==> config.mk <==
export PLATFORM = sky130hd
export DESIGN_NAME = mcm_collector
export DESIGN_NICKNAME = d
export VERILOG_FILES = /design/src/rtl/mcm_collector.sv
export SDC_FILE = /design/constraint.sdc
export NUM_CORES = 1
export LEC_CHECK = 0
export CORE_MARGIN = 4
export CORE_UTILIZATION = 25
export CTS_BUF_LIST = sky130_fd_sc_hd__clkbuf_4
export DETAILED_ROUTE_END_ITERATION = 10
export HOLD_SLACK_MARGIN = 0.03
export PLACE_DENSITY_LB_ADDON = 0.08
export SLEW_MARGIN = 20
export SYNTH_ARGS = -nofsm -noshare
export SYNTH_HDL_FRONTEND = slang
export SYNTH_SLANG_ARGS = --single-unit
==> constraint.sdc <==
create_clock -name clk -period 2.5 [get_ports clk]
set_clock_uncertainty 0.15 [all_clocks]
set_input_delay 0.5 -clock clk [delete_from_list [all_inputs] [get_ports clk]]
set_output_delay 0.5 -clock clk [all_outputs]
set_load 0.05 [all_outputs]
==> src/rtl/mcm_collector.sv <==
// Purpose: collects one MCM frame per request into the MCM buffer RAM, zero-pads on receive timeout, holds done until the packer drains.
// Latency: byte sampled at edge n is written at edge n+1; done rises at edge n+2 after the last byte; done falls on the edge the last packer fall is seen.
// Backpressure: none; the receiver is never stalled, bytes outside RECV are dropped, early frame requests are dropped and flagged on oSkip.
//
// Ports:
//   clk, reset       system clock, asynchronous active-low reset
//   iStart           frame request strobe (rising edge used, synchronous to clk)
//   iRxData/iRxValid byte stream from the MCM receiver, one-clk valid strobe
//   iPackBusy        packer busy, possibly asynchronous; each falling edge ends one stream
//   oReq             one-clk request pulse to the MCM
//   oWrData/oWrAddr/oWren  write port of the 8-bit MCM buffer RAM
//   oDone            frame complete in RAM, packer may read
//   oTimeout         sticky: current frame was zero-padded
//   oSkip            one-clk pulse: a frame request was dropped
module mcm_collector #(
    parameter int          FRAME_BYTES = 144,
    parameter int          NUM_STREAMS = 3,
    parameter logic [15:0] TIMEOUT     = 16'd5000
) (
    input  logic       clk,
    input  logic       reset,
    input  logic       iStart,
    input  logic [7:0] iRxData,
    input  logic       iRxValid,
    input  logic       iPackBusy,
    output logic       oReq,
    output logic [7:0] oWrData,
    output logic [7:0] oWrAddr,
    output logic       oWren,
    output logic       oDone,
    output logic       oTimeout,
    output logic       oSkip
);

    localparam int                FALL_W    = ($clog2(NUM_STREAMS + 1) < 2) ? 2 : $clog2(NUM_STREAMS + 1);
    localparam logic [8:0]        LAST_IDX  = 9'(FRAME_BYTES - 1);
    localparam logic [FALL_W-1:0] LAST_FALL = FALL_W'(NUM_STREAMS - 1);
    localparam logic [15:0]       TO_LAST   = TIMEOUT - 16'd1;

    typedef enum logic [2:0] {
        IDLE   = 3'd0,
        RECV   = 3'd1,
        PAD    = 3'd2,
        FINISH = 3'd3,
        DRAIN  = 3'd4
    } state_t;

    state_t             state;
    state_t             stateNxt;

    logic               iStartD;
    logic [2:0]         busySync;
    logic               rxValidQ;
    logic [7:0]         rxDataQ;

    logic [8:0]         byteCnt;
    logic [8:0]         byteCntNxt;
    logic [15:0]        toCnt;
    logic [15:0]        toCntNxt;
    logic [FALL_W-1:0]  fallCnt;
    logic [FALL_W-1:0]  fallCntNxt;

    logic               reqNxt;
    logic [7:0]         wrDataNxt;
    logic [7:0]         wrAddrNxt;
    logic               wrenNxt;
    logic               doneNxt;
    logic               timeoutNxt;
    logic               skipNxt;

    logic               startRise;
    logic               packFall;
    logic               lastByte;
    logic               toExpired;

    assign startRise = iStart & ~iStartD;
    // Fall is taken between the last two synchroniser stages so that only
    // settled values are compared.
    assign packFall  = busySync[2] & ~busySync[1];
    assign lastByte  = (byteCnt == LAST_IDX);
    assign toExpired = (toCnt == TO_LAST);

    always_ff @(posedge clk or negedge reset) begin
        if (!reset) begin
            state    <= IDLE;
            iStartD  <= 1'b0;
            busySync <= 3'b000;
            rxValidQ <= 1'b0;
            rxDataQ  <= 8'h00;
            byteCnt  <= 9'd0;
            toCnt    <= 16'd0;
            fallCnt  <= '0;
            oReq     <= 1'b0;
            oWrData  <= 8'h00;
            oWrAddr  <= 8'h00;
            oWren    <= 1'b0;
            oDone    <= 1'b0;
            oTimeout <= 1'b0;
            oSkip    <= 1'b0;
        end else begin
            state    <= stateNxt;
            iStartD  <= iStart;
            busySync <= {busySync[1:0], iPackBusy};
            // Bytes are only captured while a frame is being received, so a
            // byte that coincides with the start request or arrives in any
            // other state never reaches the RAM.
            rxValidQ <= iRxValid & (state == RECV);
            rxDataQ  <= iRxData;
            byteCnt  <= byteCntNxt;
            toCnt    <= toCntNxt;
            fallCnt  <= fallCntNxt;
            oReq     <= reqNxt;
            oWrData  <= wrDataNxt;
            oWrAddr  <= wrAddrNxt;
            oWren    <= wrenNxt;
            oDone    <= doneNxt;
            oTimeout <= timeoutNxt;
            oSkip    <= skipNxt;
        end
    end

    always_comb begin
        stateNxt   = state;
        byteCntNxt = byteCnt;
        toCntNxt   = toCnt;
        fallCntNxt = fallCnt;
        reqNxt     = 1'b0;
        wrDataNxt  = oWrData;
        wrAddrNxt  = oWrAddr;
        wrenNxt    = 1'b0;
        doneNxt    = oDone;
        timeoutNxt = oTimeout;
        // Any request arriving while a frame is still in flight is dropped.
        skipNxt    = startRise && (state != IDLE);

        case (state)
            IDLE: begin
                doneNxt = 1'b0;
                if (startRise) begin
                    reqNxt     = 1'b1;
                    byteCntNxt = 9'd0;
                    toCntNxt   = 16'd0;
                    timeoutNxt = 1'b0;
                    stateNxt   = RECV;
                end
            end

            RECV: begin
                // A byte arriving on the expiry clk wins over the timeout.
                if (rxValidQ) begin
                    wrDataNxt  = rxDataQ;
                    wrAddrNxt  = byteCnt[7:0];
                    wrenNxt    = 1'b1;
                    byteCntNxt = byteCnt + 9'd1;
                    toCntNxt   = 16'd0;
                    if (lastByte) begin
                        stateNxt = FINISH;
                    end
                end else if (toExpired) begin
                    timeoutNxt = 1'b1;
                    stateNxt   = PAD;
                end else if (toCnt != 16'hFFFF) begin
                    toCntNxt = toCnt + 16'd1;
                end
            end

            PAD: begin
                wrDataNxt  = 8'h00;
                wrAddrNxt  = byteCnt[7:0];
                wrenNxt    = 1'b1;
                byteCntNxt = byteCnt + 9'd1;
                if (lastByte) begin
                    stateNxt = FINISH;
                end
            end

            FINISH: begin
                // One quiet clk lets the final RAM write settle before the
                // packer is allowed to read.
                doneNxt    = 1'b1;
                fallCntNxt = '0;
                stateNxt   = DRAIN;
            end

            DRAIN: begin
                if (packFall) begin
                    fallCntNxt = fallCnt + FALL_W'(1);
                    if (fallCnt == LAST_FALL) begin
                        doneNxt  = 1'b0;
                        stateNxt = IDLE;
                    end
                end
            end

            default: begin
                stateNxt = IDLE;
            end
        endcase
    end

endmodule

==> reports/metrics.cfg <==
[power_and_ir_drop]
ir_worst_vdd_uv=497
p_total_mw=2.90
p_leak_nw=1.59
p_per_area_mw_per_mm2=787

[global_route]
antenna_found_initial=0
gr-usage-met2=0.168
grt_pass1_vias=2342
grt_max_degree=33
grt_use_met1=0.153
top_usage_layer=met2
met3_usage=0.0374
overflow=0
grt_first_pass_wirelength_mm=11.5
grtUsageTotal=0.111

[placement]
port_buffers=33
gp_congestion=0.760
place_hpwl_mm=4.94

[clock_tree]
insertion_delay_ns=0.41
cts_sinks=64
cts.reportedPaths.clkPinSlew_ns=0.11
cts-resized-gates=0
cts_max_level=3
cts_tree=yes
cts_buffers=9
clockRootBuffer=clkbuf_4
clock_path_buffers=2

[synthesis]
syn_area_sq_mm=0.00288
synth_seq_area_share=0.557
netlist.area_leader.share=0.557
synth_edf_count=0
ys_ff_latch=64
syn_inst=282
yosys_most_used_dff=dfrtp_1
async_flop_share=1.00
synthTopCellsByArea=dfrtp_1 56%, nand2_1 6.0%, o31ai_1 2.6%
ys_top_cells_by_count=64 x dfrtp_1, 46 x nand2_1, 17 x nor2_1
avgSynthCellArea_sq_um=10.2
yosys.cell_types.count=48
yosysMostFrequentCell=dfrtp_1
yosys_warnings=0
synth_area_leader_cell=dfrtp_1
synth_nets=298

[die]
rows=38
initial_core_util=0.261
die-width_um=115
die_h_um=115
dieArea_sq_mm=0.0133
ios=34
core_sq_mm=0.0110

[detailed_routing]
detail_route.wl_per_cell_um=14.3
dr.pass1.iters=4
via_per_inst=4.70
routed_wl_mm=6.89
drcViolationCount=0
dr_total_vias=2269
postRouteAntennaNets=0
drtIter0Drc=160

[sta]
worstMarginPinSlew_ns=0.575
fin_tns_setup_ns=0
finalMaxSlewViolations=0
whs_ns=0.214
fmax_mhz=436
setup_viol=0
fin_crit_sh=0.918
fin_crit_ns=2.30
final_hold_viol_count=0
rsz0062_at_grt=false
slew_headroom=0.616

[setup_path]
crit_path_max_incr_delay_ns=0.64
critPathBufInv=1
slowest_stage=or4_2
worstPathRequired_ns=2.69
rrSetupSlack_ns=0.21
crit_arrival_ns=2.48
cp_top_family=simple AND/OR/NAND/NOR gates
crit_path_end_kind=register
path_cells=ha_1 > and4_1 > nand4_1 > a21oi_4 > buf_4 > or4_2 > a21oi_1
cp-start-kind=register
path_max_fanout=17
path_class=register to register

[finish]
diodes=0
layout-drive-gt1-share=0.163
multi_input_area_sq_mm=0.00118
fillCellCount=1173
post-route-util=0.334
synthToLayoutAreaGrowth_pct=28.1
register_area_sq_mm=0.00160
num-nets-final=354

[flow_run]
max_cap_viol_count=0

[hold_path]
min_path_type=register to register

[run_status]
status=complete, no violations

==> final cells by class <==
| cell class | instances | area share |
|---|---|---|
| Clock buffer | 9 | 0.0183 |
| Sequential cell | 64 | 0.435 |
| Multi-Input combinational cell | 200 | 0.320 |
| Clock inverter | 7 | 0.0323 |
| Tap cell | 140 | 0.0476 |
| Inverter | 7 | 0.00714 |
| Timing Repair Buffer | 56 | 0.139 |
==> layer usage <==
metal / part of all wire / vias to the layer above
li1: - / 1142
met1: 0.52 / 1095
met2: 0.43 / 28
met3: 0.036 / 4
met4: 0.011 / 0
met5: 0 / -
==> worst paths after layout <==
kind | start | end | cells after the start
max | toCnt[0] | toCnt[5] | 7
min | busySync[0] | busySync[1] | 0
min reg2reg | busySync[0] | busySync[1] | 0
max in group asynchronous | reset | byteCnt[8] | 3
max reg2reg | toCnt[0] | toCnt[5] | 7
min in group asynchronous | reset | oWrData[7] | 2
==> sequential cells by signal, summed over array words and instances, names as in the netlist <==
| name | count |
|---|---|
| busySync | 3 |
| byteCnt | 9 |
| fallCnt | 2 |
| iStartD | 1 |
| oDone | 1 |
| oReq | 1 |
| oSkip | 1 |
| oTimeout | 1 |
| oWrAddr | 8 |
| oWrData | 8 |
| oWren | 1 |
| rxDataQ | 8 |
| rxValidQ | 1 |
| state | 3 |
| toCnt | 16 |
==> cell usage in the layout (no fill, tap or decap), types with 4 or more instances in the layout <==
cell type        count
a21oi_1             12
a21oi_2              4
a22o_1               8
and3_1               8
buf_4               21
clkbuf_4             9
clkdlybuf4s50_1     32
dfrtp_1             64
inv_1                5
nand2_1             46
nand3_1              9
nand4_1             10
nor2_1              17
o21ai_0             12
o21ai_1             11
o31ai_1             10
or3_2                5
or4_2                4
==> cell families (layout without fill, tap and decap cells) <==
| logic type | count (synthesis) | in the layout | share of synthesized area |
|---|---|---|---|
| AO/OA/AOI/OAI | 69 | 69 | 0.158 |
| XOR/XNOR | 2 | 2 | 0.00609 |
| buffers and inverters | 18 | 79 | 0.0326 |
| AND/OR/NAND/NOR | 123 | 123 | 0.222 |
| flip-flops | 64 | 64 | 0.557 |
| adder cells (fa/ha/maj) | 3 | 3 | 0.0131 |
| multiplexers | 3 | 3 | 0.0104 |
==> through the flow <==
stage	worst slack, ns	instances	area (sq um)
5_1_grt	0.125	483	3680
2_1_floorplan	0.360	282	2880
3_3_place_gp	0.00669	466	3490
4_1_cts	0.195	483	3680
3_5_place_dp	-0.0335	466	3490
6_report	0.205	483	3680
==> repair_timing <==
item / 4_1_cts / 5_1_grt
buffers inserted: 0 / 0
endpoints found under the hold margin: 21 / 0
hold buffers: 1 / 0
==> worst register-to-register path: stages (launching register included) <==
cell and delay [ns]:
dfrtp_1 0.43, ha_1 0.24, and4_1 0.21, nand4_1 0.14, a21oi_4 0.08, buf_4 0.19
or4_2 0.64, a21oi_1 0.15
==> power by group <==
part / internal (mW) / switching (mW) / total, mW / leakage [nW]
combinational: 0.252 / 0.421 / 0.673 / 0.708
sequential: 1.18 / 0.123 / 1.30 / 0.792
clock: 0.508 / 0.414 / 0.922 / 0.0942
(Power assumes the default switching activity.)
